File: src/rtl/axi_lite_pkg.sv
`default_nettype none
// ============================================================================
//  Module      : axi_lite_pkg
//  Description : Shared AXI4-Lite response codes and the command master's
//                FSM state type.
//  Revision    : 1.0  initial release
// ============================================================================
package axi_lite_pkg;

  // AXI4-Lite BRESP/RRESP encodings
  localparam logic [1:0] RESP_OKAY   = 2'b00;
  localparam logic [1:0] RESP_EXOKAY = 2'b01;
  localparam logic [1:0] RESP_SLVERR = 2'b10;
  localparam logic [1:0] RESP_DECERR = 2'b11;

  // Sequencer states; one transaction in flight at a time
  typedef enum logic [2:0] {
    ST_IDLE    = 3'd0,
    ST_WR_AW_W = 3'd1,
    ST_WR_B    = 3'd2,
    ST_RD_AR   = 3'd3,
    ST_RD_R    = 3'd4
  } state_e;

endpackage
`default_nettype wire

File: src/rtl/axi_lite_cmd_master.sv
`default_nettype none
// ============================================================================
//  Module      : axi_lite_cmd_master
//  Description : Single-outstanding AXI4-Lite master. Accepts a cmd/rsp
//                request and runs one AXI4-Lite write or read for it. All
//                outputs are registered. AWPROT/ARPROT (3'b000) and WSTRB
//                (all ones) are constant and tied off where this block is
//                integrated, so they are not ports here.
//  Revision    : 1.0  initial release
// ============================================================================
module axi_lite_cmd_master
  import axi_lite_pkg::*;
#(
  parameter int C_M_AXI_DATA_WIDTH = 32,
  parameter int C_M_AXI_ADDR_WIDTH = 32
) (
  input  logic                          aclk,
  input  logic                          areset,
  // command / response port
  input  logic                          cmd_valid,
  output logic                          cmd_ready,
  input  logic                          cmd_write,
  input  logic [C_M_AXI_ADDR_WIDTH-1:0] cmd_addr,
  input  logic [C_M_AXI_DATA_WIDTH-1:0] cmd_wdata,
  output logic                          rsp_valid,
  output logic [C_M_AXI_DATA_WIDTH-1:0] rsp_rdata,
  output logic [1:0]                    rsp_resp,
  // write address channel
  output logic [C_M_AXI_ADDR_WIDTH-1:0] m_axi_awaddr,
  output logic                          m_axi_awvalid,
  input  logic                          m_axi_awready,
  // write data channel
  output logic [C_M_AXI_DATA_WIDTH-1:0] m_axi_wdata,
  output logic                          m_axi_wvalid,
  input  logic                          m_axi_wready,
  // write response channel
  input  logic [1:0]                    m_axi_bresp,
  input  logic                          m_axi_bvalid,
  output logic                          m_axi_bready,
  // read address channel
  output logic [C_M_AXI_ADDR_WIDTH-1:0] m_axi_araddr,
  output logic                          m_axi_arvalid,
  input  logic                          m_axi_arready,
  // read data channel
  input  logic [C_M_AXI_DATA_WIDTH-1:0] m_axi_rdata,
  input  logic [1:0]                    m_axi_rresp,
  input  logic                          m_axi_rvalid,
  output logic                          m_axi_rready
);

  state_e                          state_q,     state_d;
  logic                            cmd_ready_q, cmd_ready_d;
  logic                            rsp_valid_q, rsp_valid_d;
  logic [C_M_AXI_DATA_WIDTH-1:0]   rsp_rdata_q, rsp_rdata_d;
  logic [1:0]                      rsp_resp_q,  rsp_resp_d;
  logic [C_M_AXI_ADDR_WIDTH-1:0]   addr_q,      addr_d;
  logic [C_M_AXI_DATA_WIDTH-1:0]   wdata_q,     wdata_d;
  logic                            awvalid_q,   awvalid_d;
  logic                            wvalid_q,    wvalid_d;
  logic                            bready_q,    bready_d;
  logic                            arvalid_q,   arvalid_d;
  logic                            rready_q,    rready_d;
  logic                            aw_still_pending;
  logic                            w_still_pending;

  // Next-state and next-output logic; each AXI valid/ready is a flop and
  // valid is never derived from the slave's ready
  always_comb begin
    state_d          = state_q;
    cmd_ready_d      = cmd_ready_q;
    rsp_valid_d      = 1'b0;
    rsp_rdata_d      = rsp_rdata_q;
    rsp_resp_d       = rsp_resp_q;
    addr_d           = addr_q;
    wdata_d          = wdata_q;
    awvalid_d        = awvalid_q;
    wvalid_d         = wvalid_q;
    bready_d         = bready_q;
    arvalid_d        = arvalid_q;
    rready_d         = rready_q;
    aw_still_pending = awvalid_q & ~m_axi_awready;
    w_still_pending  = wvalid_q  & ~m_axi_wready;

    case (state_q)
      ST_IDLE: begin
        // cmd_ready rises the first cycle after reset and stays up while idle
        cmd_ready_d = 1'b1;
        if (cmd_valid && cmd_ready_q) begin
          cmd_ready_d = 1'b0;
          addr_d      = cmd_addr;
          if (cmd_write) begin
            wdata_d   = cmd_wdata;
            awvalid_d = 1'b1;
            wvalid_d  = 1'b1;
            state_d   = ST_WR_AW_W;
          end else begin
            arvalid_d = 1'b1;
            state_d   = ST_RD_AR;
          end
        end
      end

      ST_WR_AW_W: begin
        // AW and W complete independently, in either order or together
        awvalid_d = aw_still_pending;
        wvalid_d  = w_still_pending;
        if (!aw_still_pending && !w_still_pending) begin
          bready_d = 1'b1;
          state_d  = ST_WR_B;
        end
      end

      ST_WR_B: begin
        if (m_axi_bvalid && bready_q) begin
          bready_d    = 1'b0;
          rsp_valid_d = 1'b1;
          rsp_resp_d  = m_axi_bresp;
          rsp_rdata_d = '0;
          cmd_ready_d = 1'b1;
          state_d     = ST_IDLE;
        end
      end

      ST_RD_AR: begin
        if (arvalid_q && m_axi_arready) begin
          arvalid_d = 1'b0;
          rready_d  = 1'b1;
          state_d   = ST_RD_R;
        end
      end

      ST_RD_R: begin
        if (m_axi_rvalid && rready_q) begin
          rready_d    = 1'b0;
          rsp_valid_d = 1'b1;
          rsp_rdata_d = m_axi_rdata;
          rsp_resp_d  = m_axi_rresp;
          cmd_ready_d = 1'b1;
          state_d     = ST_IDLE;
        end
      end

      default: begin
        state_d = ST_IDLE;
      end
    endcase
  end

  // State and output registers with synchronous reset
  always_ff @(posedge aclk) begin
    if (areset) begin
      state_q     <= ST_IDLE;
      cmd_ready_q <= 1'b0;
      rsp_valid_q <= 1'b0;
      rsp_rdata_q <= '0;
      rsp_resp_q  <= RESP_OKAY;
      addr_q      <= '0;
      wdata_q     <= '0;
      awvalid_q   <= 1'b0;
      wvalid_q    <= 1'b0;
      bready_q    <= 1'b0;
      arvalid_q   <= 1'b0;
      rready_q    <= 1'b0;
    end else begin
      state_q     <= state_d;
      cmd_ready_q <= cmd_ready_d;
      rsp_valid_q <= rsp_valid_d;
      rsp_rdata_q <= rsp_rdata_d;
      rsp_resp_q  <= rsp_resp_d;
      addr_q      <= addr_d;
      wdata_q     <= wdata_d;
      awvalid_q   <= awvalid_d;
      wvalid_q    <= wvalid_d;
      bready_q    <= bready_d;
      arvalid_q   <= arvalid_d;
      rready_q    <= rready_d;
    end
  end

  // One latched address feeds both address channels; only one is ever valid
  assign cmd_ready     = cmd_ready_q;
  assign rsp_valid     = rsp_valid_q;
  assign rsp_rdata     = rsp_rdata_q;
  assign rsp_resp      = rsp_resp_q;
  assign m_axi_awaddr  = addr_q;
  assign m_axi_awvalid = awvalid_q;
  assign m_axi_wdata   = wdata_q;
  assign m_axi_wvalid  = wvalid_q;
  assign m_axi_bready  = bready_q;
  assign m_axi_araddr  = addr_q;
  assign m_axi_arvalid = arvalid_q;
  assign m_axi_rready  = rready_q;

endmodule
`default_nettype wire

File: config.mk
export PLATFORM = sky130hd
export DESIGN_NAME = axi_lite_cmd_master
export DESIGN_NICKNAME = d
export VERILOG_FILES = /design/src/rtl/axi_lite_pkg.sv /design/src/rtl/axi_lite_cmd_master.sv
export SDC_FILE = /design/constraint.sdc
export NUM_CORES = 1
export LEC_CHECK = 0
export ABC_AREA = 1
export CAP_MARGIN = 20
export CORE_UTILIZATION = 42
export CTS_BUF_LIST = sky130_fd_sc_hd__clkbuf_4 sky130_fd_sc_hd__clkbuf_8
export DETAILED_ROUTE_END_ITERATION = 8
export GPL_TIMING_DRIVEN = 1
export PLACE_DENSITY = 0.89
export REMOVE_ABC_BUFFERS = 1
export SETUP_SLACK_MARGIN = 0.05
export SYNTH_ARGS = -nofsm -noshare
export SYNTH_HDL_FRONTEND = slang
export SYNTH_SLANG_ARGS = --single-unit
File: constraint.sdc
create_clock -name aclk -period 2.7 [get_ports aclk]
set_input_delay 0.27 -clock aclk [delete_from_list [all_inputs] [get_ports aclk]]
set_output_delay 0.27 -clock aclk [all_outputs]
set_load 0.01 [all_outputs]
# After elaboration in Yosys (flattened, before gate mapping)
# Index checks and enable logic that the tools add are counted.
# Widths: inputs -> output; s select.
# totals
ff_bits	108
inputBits	109
out_inout_bits	137
wordCells	84
# op_classes
n_eq_ne	11
n_mux	34
bitwise_logic	4
n_reduce_logical	23
# ops
op	count
$mux 32	2
$pmux 32 s2	1
$reduce_and 3->1	6
$mux 3	5
$pmux 3 s5	1
$mux 1	14
$ne 2x2->1 const B	7
$pmux 1 s2	6
$reduce_bool 2->1	5
$eq 3x2->1 const B	2
$mux 2	3
$logic_and 1x1->1	5
$reduce_and 5->1	1
$pmux 2 s2	1
$reduce_and 4->1	1
$eq 3x1->1 const B	1
$eq 3x3->1 const B	1
$logic_not 3->1	1
$pmux 1 s3	1
$reduce_bool 3->1	1
$and 1x1->1	2
$logic_not 1->1	2
$not 1->1	2
$reduce_and 2->1	1

# Depth between registers and ports, before layout
# Gate-level depths: netlist of the first run.
# logic_depth
depth_word	6
mapped_depth	9

# Worst setup path after synthesis of the first run
# Ideal clock, no wire load.
# synth_path
kind	reg-to-reg
start	reg state_q[2]
end	reg wdata_q[10] (netlist: m_axi_wdata[10])
setup_time_ns	0.116
arrival_time_ns	1.281
slack_ns	1.303
stages_incl_launch_ff	9
path_cell_list	dfxtp_1 > buf_6 > nor2_4 > inv_2 > nor3_4 > nand2_4 > clkbuf_2 > o21ai_0 > nor2_1
# synth_via
elab_chain_len	2
# synth_rtl
element	line_no	rtl
from (decl)	axi_lite_cmd_master.sv:51	state_e state_q, state_d;
from (signal assigned)	axi_lite_cmd_master.sv:165	state_q <= state_d;
$logic_not 3->1	axi_lite_cmd_master.sv:84	case (state_q)
$reduce_and 3->1 (no line)	--	
to (signal assigned)	axi_lite_cmd_master.sv:171	wdata_q <= wdata_d;
to (decl)	axi_lite_cmd_master.sv:57	logic [C_M_AXI_DATA_WIDTH-1:0] wdata_q, wdata_d;
# Every way passes these cells.
# A chain may end at the register's enable or synchronous reset.

# Worst setup path after layout of the first run
# layout_path
start	reg state_q[2]
end	reg wdata_q[18] (netlist: m_axi_wdata[18])
# Same word-level chain as after synthesis.

==> results of run 1 <==
## routing by layer
metal	global-route usage [%]	part of all wire, %	up-vias
met1	28.1	40	1957
met5	0	0	-
li1	-	-	2083
met3	3.93	4.8	16
met4	9.36	1.8	0
met2	44.3	53	152
## cell usage after synthesis (2+ instances only)
cell / number
nor2_1: 150
dfxtp_1: 108
nand2_1: 85
o21ai_0: 73
a21oi_1: 38
buf_4: 32
clkbuf_1: 11
buf_2: 10
nand3_1: 8
inv_1: 7
clkbuf_2: 6
buf_6: 4
inv_2: 3
nor2_2: 2
## cells by family after synthesis
logic type,after synthesis
AO/OA/AOI/OAI,112
AND/OR/NAND/NOR,249
buffers and inverters,75
flip-flops,108
## worst paths after layout
kind,end,slack [ps],depth (start not counted)
min,rsp_rdata[11],460,3
max reg2reg,m_axi_wdata[18],870,7
min reg2reg,rsp_rdata[11],470,2
max,m_axi_wdata[18],870,7
## flip-flops by register name, indices dropped and copies added (netlist names)
name / cells
m_axi_araddr: 32
m_axi_wdata: 32
rsp_rdata: 32
state_q: 3
rsp_resp: 2
cmd_ready: 1
m_axi_arvalid: 1
m_axi_awvalid: 1
m_axi_bready: 1
m_axi_rready: 1
m_axi_wvalid: 1
rsp_valid: 1
## cell type report
type,instances,area (µm²),area share [%]
Tap cell,129,161,2.44
Inverter,12,46.3,0.700
Multi-Input combinational cell,361,1540,23.3
Timing Repair Buffer,249,2490,37.7
Sequential cell,108,2160,32.7
Clock inverter,6,68.8,1.04
Clock buffer,10,138,2.08
## critical path, stage by stage, from the launching register on
cell and delay, ps:
dfxtp_1 520, nor2_4 90, inv_2 100, nor3_4 50
nand2_4 250, clkinv_2 420, nor2_1 210, nor2_1 60
## power groups by stage
stage          sequential (mW)  clock, mW  combinational, mW
2_1_floorplan             2.17          0              0.467
3_3_place_gp              2.03          0               1.53
3_5_place_dp              2.05          0               1.57
4_1_cts                   2.01       1.04               1.58
5_1_grt                   2.05       1.11               1.71
6_report                  2.02       1.02               1.58
## metrics by stage
stage	worst slack (ps)	power (mW)	std cells	instance area, µm²	hold WS [ps]
2_1_floorplan	762	2.64	481	3750	339
6_report	870	4.61	875	6610	458
5_1_grt	637	4.87	875	6610	441
3_5_place_dp	635	3.62	859	6410	454
4_1_cts	872	4.64	875	6610	440
3_3_place_gp	727	3.57	859	6410	448
==> reports/results.ini, run 1 <==
[synthesis]
async_flop_share_pct=0
synth_warnings=0
ys_top_cells_by_area=dfxtp_1 52%, nor2_1 14%, o21ai_0 8.8%
synth-simple-area-share_pct=23.5
synth_top_area_share_pct=52.0
synthFlopType=dfxtp_1
avgSynthCellArea_um2=7.64
synth_seq_area_share_pct=52.0
synthXorXnorAreaFrac_pct=0
synthAdderAreaFrac_pct=0
syn_inst=544
synth-compound-area-share_pct=13.6
yosys.cell_types.count=21
synth-seq-cells=108
synth_edf_count=0
yosysTopAreaCell=dfxtp_1
synthMuxAreaShare_pct=0
syn_area_um2=4160
synth_top_family_by_area=simple AND/OR/NAND/NOR gates

[sta]
setup_viol=0
period_share_pct=67.8
fin_worst_skew_ps=13.9
fin_crit_ps=1830
max_freq_mhz=546
slew_headroom_pct=57.9
final_hold_viol_count=0
tns_ps=0
slew_viol_final=0
rsz0062_at_grt=false
worstMarginPinSlew_ps=628

[setup_path]
critical_path_class=reg -> reg
start_kind=flop
startpoint=state_q[2]
crit_path_end_kind=flop
path_max_fanout=33
arrival_ps=2080
cp.required_ps=2940
rr_startpoint=state_q[2]

[layout]
diodes=0
layout_commonest_cell=clkdlybuf4s50_1
nets=850
mostFrequentLayoutCells=245 x clkdlybuf4s50_1, 150 x nor2_1, 108 x dfxtp_1, 85 x nand2_1, 73 x o21ai_0
area_delta_synth_final_pct=59.1
final_core_util_pct=70.2
drive_above_1_share_pct=4.02
n_fill_cell=742

[hold_path]
hold_path.class=in -> reg
worst_hold_startpoint=m_axi_rdata[11]

[power_and_ir_drop]
powerDensity_nw_per_um2=697
seqPwrFrac_pct=43.7
vdd_drop_max_mv=0.487
swShare_pct=31.9
combPwrFrac_pct=34.2
static-leakage-power_nw=2.48
p_sw_mw=1.47
internal_power_mw=3.14
clkPwrFrac_pct=22.1

[placed_design]
numPortBuffers=245
place_congestion=0.817
hpwl_um=9460

[route]
wl_um=12500
post_drt_wl_per_cell_um=14.3
viasPerCell=4.81
route.detailed.drc=0
drt_iter0_drc=119
drt-pass1-iter-count=5
ant_nets=0
via_count=4208

[clock_tree]
h-tree-depth=3
insertion_delay_ps=360
cts-hold-fix-buffers=0
cts_buffer_depth=2
clock-root-buffer=clkbuf_8
clkTransAtPathRegs_ps=110
cts_tree=yes
cts_setup_buffers=0
cts_resized=0
cts_buffers=9
cts_sinks=108

[floorplanning]
die_w_um=101
ios=246
die_height_um=101
core_area_um2=9420
initial_utilization_pct=44.2
die_area_um2=10300
rows=35

[status]
status=completed

[global_route]
grt_pass1_wl_um=19400
grt_pass1_vias=4006
antenna_found_initial=0
grt.total_usage_pct=24.1
grt_max_degree=52
global_route.overflow_total=0

[run]
max-cap-violations=0

No activity file was read; power rests on OpenSTA's default activity.
==> run 2: changes to the inputs <==
--- a/config.mk
+++ b/config.mk
@@ -7,11 +7,11 @@
 export LEC_CHECK = 0
 export ABC_AREA = 1
 export CAP_MARGIN = 20
-export CORE_UTILIZATION = 42
+export CORE_UTILIZATION = 39
 export CTS_BUF_LIST = sky130_fd_sc_hd__clkbuf_4 sky130_fd_sc_hd__clkbuf_8
 export DETAILED_ROUTE_END_ITERATION = 8
 export GPL_TIMING_DRIVEN = 1
-export PLACE_DENSITY = 0.89
+export PLACE_DENSITY = 0.84
 export REMOVE_ABC_BUFFERS = 1
 export SETUP_SLACK_MARGIN = 0.05
 export SYNTH_ARGS = -nofsm -noshare
==> constraint.sdc (replaced) <==
create_clock -name aclk -period 1.9 [get_ports aclk]
set_input_delay 0.19 -clock aclk [delete_from_list [all_inputs] [get_ports aclk]]
set_output_delay 0.19 -clock aclk [all_outputs]
set_load 0.01 [all_outputs]
==> reports/results.ini, run 2 (synthesis results as in run 1) <==
[placed_design]
dp_cells=869  ; +1.2%
place_congestion=0.833  ; +2.0%
place_ws_ps=95.6  ; -540 ps
hpwl_um=9430  ; -0.33%
numPortBuffers=245  ; unchanged
placed_area_um2=6440  ; +0.49%

[setup_path]
crit_path_end_kind=flop
worst-path-buf-inv=3  ; +1
arrival_ps=1940  ; -140 ps
ff2ff_path_depth=7  ; unchanged
cp_slowest_cell=dfxtp_1
crit_family=buffers and inverters
critical_path.max_stage_delay_ps=520  ; about the same
cp.required_ps=2190  ; -750 ps
critical_path_class=reg -> reg
r2r_slack_ps=240  ; -630 ps
path_cells=nor2_4 > inv_2 > nor3_4 > buf_4 > inv_2 > nor2_1 > nor2_1
start_kind=flop
r2r-end=m_axi_araddr[10]
path_max_fanout=32  ; -3.0%
rr_startpoint=state_q[2]

[layout]
layout_commonest_cell=clkdlybuf4s50_1
mostFrequentLayoutCells=245 x clkdlybuf4s50_1, 150 x nor2_1, 108 x dfxtp_1, 85 x nand2_1, 73 x o21ai_0
diodes=0  ; unchanged
fin_area_um2=6640  ; +0.34%
nets=853  ; +0.35%
fin_cells=884  ; +1.0%
final_core_util_pct=64.3  ; -6.0 points
area_delta_synth_final_pct=59.6
n_fill_cell=884  ; +19%
drive_above_1_share_pct=4.28  ; +0.26 points

[floorplanning]
ios=246  ; unchanged
die_area_um2=11100  ; +7.5%
die_height_um=105  ; +3.7%
rows=37  ; +5.7%
core_area_um2=10300  ; +9.6%
initial_utilization_pct=40.3  ; -3.9 points
die_w_um=105  ; +3.7%

[clock_tree]
clock-root-buffer=clkbuf_8
cts_buffer_depth=2  ; unchanged
cts_tree=yes
h-tree-depth=3  ; unchanged
cts_setup_buffers=0  ; unchanged
cts_sinks=108  ; unchanged
cts_buffers=9  ; unchanged
clkTransAtPathRegs_ps=110  ; about the same
insertion_delay_ps=370  ; about the same

[route]
route.detailed.drc=0  ; unchanged
via_count=4173  ; -0.83%
ant_nets=0  ; unchanged
drt_iter0_drc=175  ; +47%
viasPerCell=4.72  ; -1.8%
drt-pass1-iter-count=4  ; -1
wl_um=12800  ; +2.3%
post_drt_wl_per_cell_um=14.5  ; +1.2%

[global_route]
grt_max_degree=74  ; +42%
grt_pass1_vias=4105  ; +2.5%
grt_pass1_wl_um=19700  ; +1.6%
antenna_found_initial=0  ; unchanged
global_route.overflow_total=0  ; unchanged
grt.total_usage_pct=22.4  ; -1.8 points

[hold_path]
hold_path_end=rsp_rdata[2]
hold_path.class=in -> reg
min_delay_path_depth=3  ; unchanged
worst_hold_startpoint=m_axi_rdata[2]

[sta]
tns_ps=0  ; unchanged
final_hold_viol_count=0  ; unchanged
rsz0062_at_grt=false
worstMarginPinSlew_ps=618  ; -10.3 ps
slew_headroom_pct=58.8  ; +0.95 points
setup_viol=0  ; unchanged
fin_worst_skew_ps=18.8  ; +4.95 ps
period_share_pct=87.2  ; +19 points
holdWs_ps=365  ; -93.4 ps
fin_crit_ps=1660  ; -174 ps
slew_viol_final=0  ; unchanged
fin_ws_ps=244  ; -626 ps
max_freq_mhz=604  ; +11%

[power_and_ir_drop]
powerDensity_nw_per_um2=988  ; +42%
total_power_mw=6.56  ; +42%
static-leakage-power_nw=2.50  ; +0.57%
vdd_drop_max_mv=0.561  ; +15%

[run]
max-cap-violations=0  ; unchanged

[status]
status=completed

==> run 2: per-layer routing <==
| metal | part of all wire [%] | vias up | routed length, µm | GRT usage [%] |
|---|---|---|---|---|
| met3 | 4.5 | 11 | 581 | 4.02 |
| met4 | 0.93 | 0 | 119 | 7.14 |
| li1 | - | 2092 | - | - |
| met5 | 0 | - | 0 | 0 |
| met2 | 53 | 116 | 6850 | 41.9 |
| met1 | 41 | 1954 | 5260 | 25.5 |
==> run 2: how the worst max path moves through the flow <==
| stage | endpoint | cells past startpoint | from |
|---|---|---|---|
| floorplan | m_axi_wdata[0] | 7 | state_q[2] |
| global placement | m_axi_wdata[14] | 7 | cmd_valid |
| detailed placement | m_axi_araddr[10] | 7 | cmd_valid |
| CTS | m_axi_wdata[9] | 7 | state_q[2] |
| global route | m_axi_araddr[10] | 7 | state_q[2] |
| finish | m_axi_araddr[10] | 7 | state_q[2] |
==> run 2: final cells by class <==
class | count | area (µm²) | share of cell area (%)
clock inverters | 6 | 72.6 | 1.09
flip-flops and latches | 108 | 2160 | 32.6
well taps | 136 | 170 | 2.56
clock buffers | 9 | 124 | 1.87
multi-input cells | 361 | 1540 | 23.2
inverters | 12 | 47.5 | 0.716
repair buffers | 252 | 2520 | 37.9
==> run 2: worst min-delay path, stage by stage <==
cell and delay, ps:
clkdlybuf4s50_1 400, nand2_1 60, a21oi_1 50
==> run 2: what timing repair did <==
item | CTS | global route
endpoints found under the hold margin | 0 | 0
resized for setup | 0 | 1
setup endpoints to repair | 0 | 15
hold buffers | 0 | 0
==> run 2: power breakdown <==
group | switching (mW) | internal, mW
logic | 1.06 | 1.22
registers | 0.265 | 2.59
clock network | 0.800 | 0.620
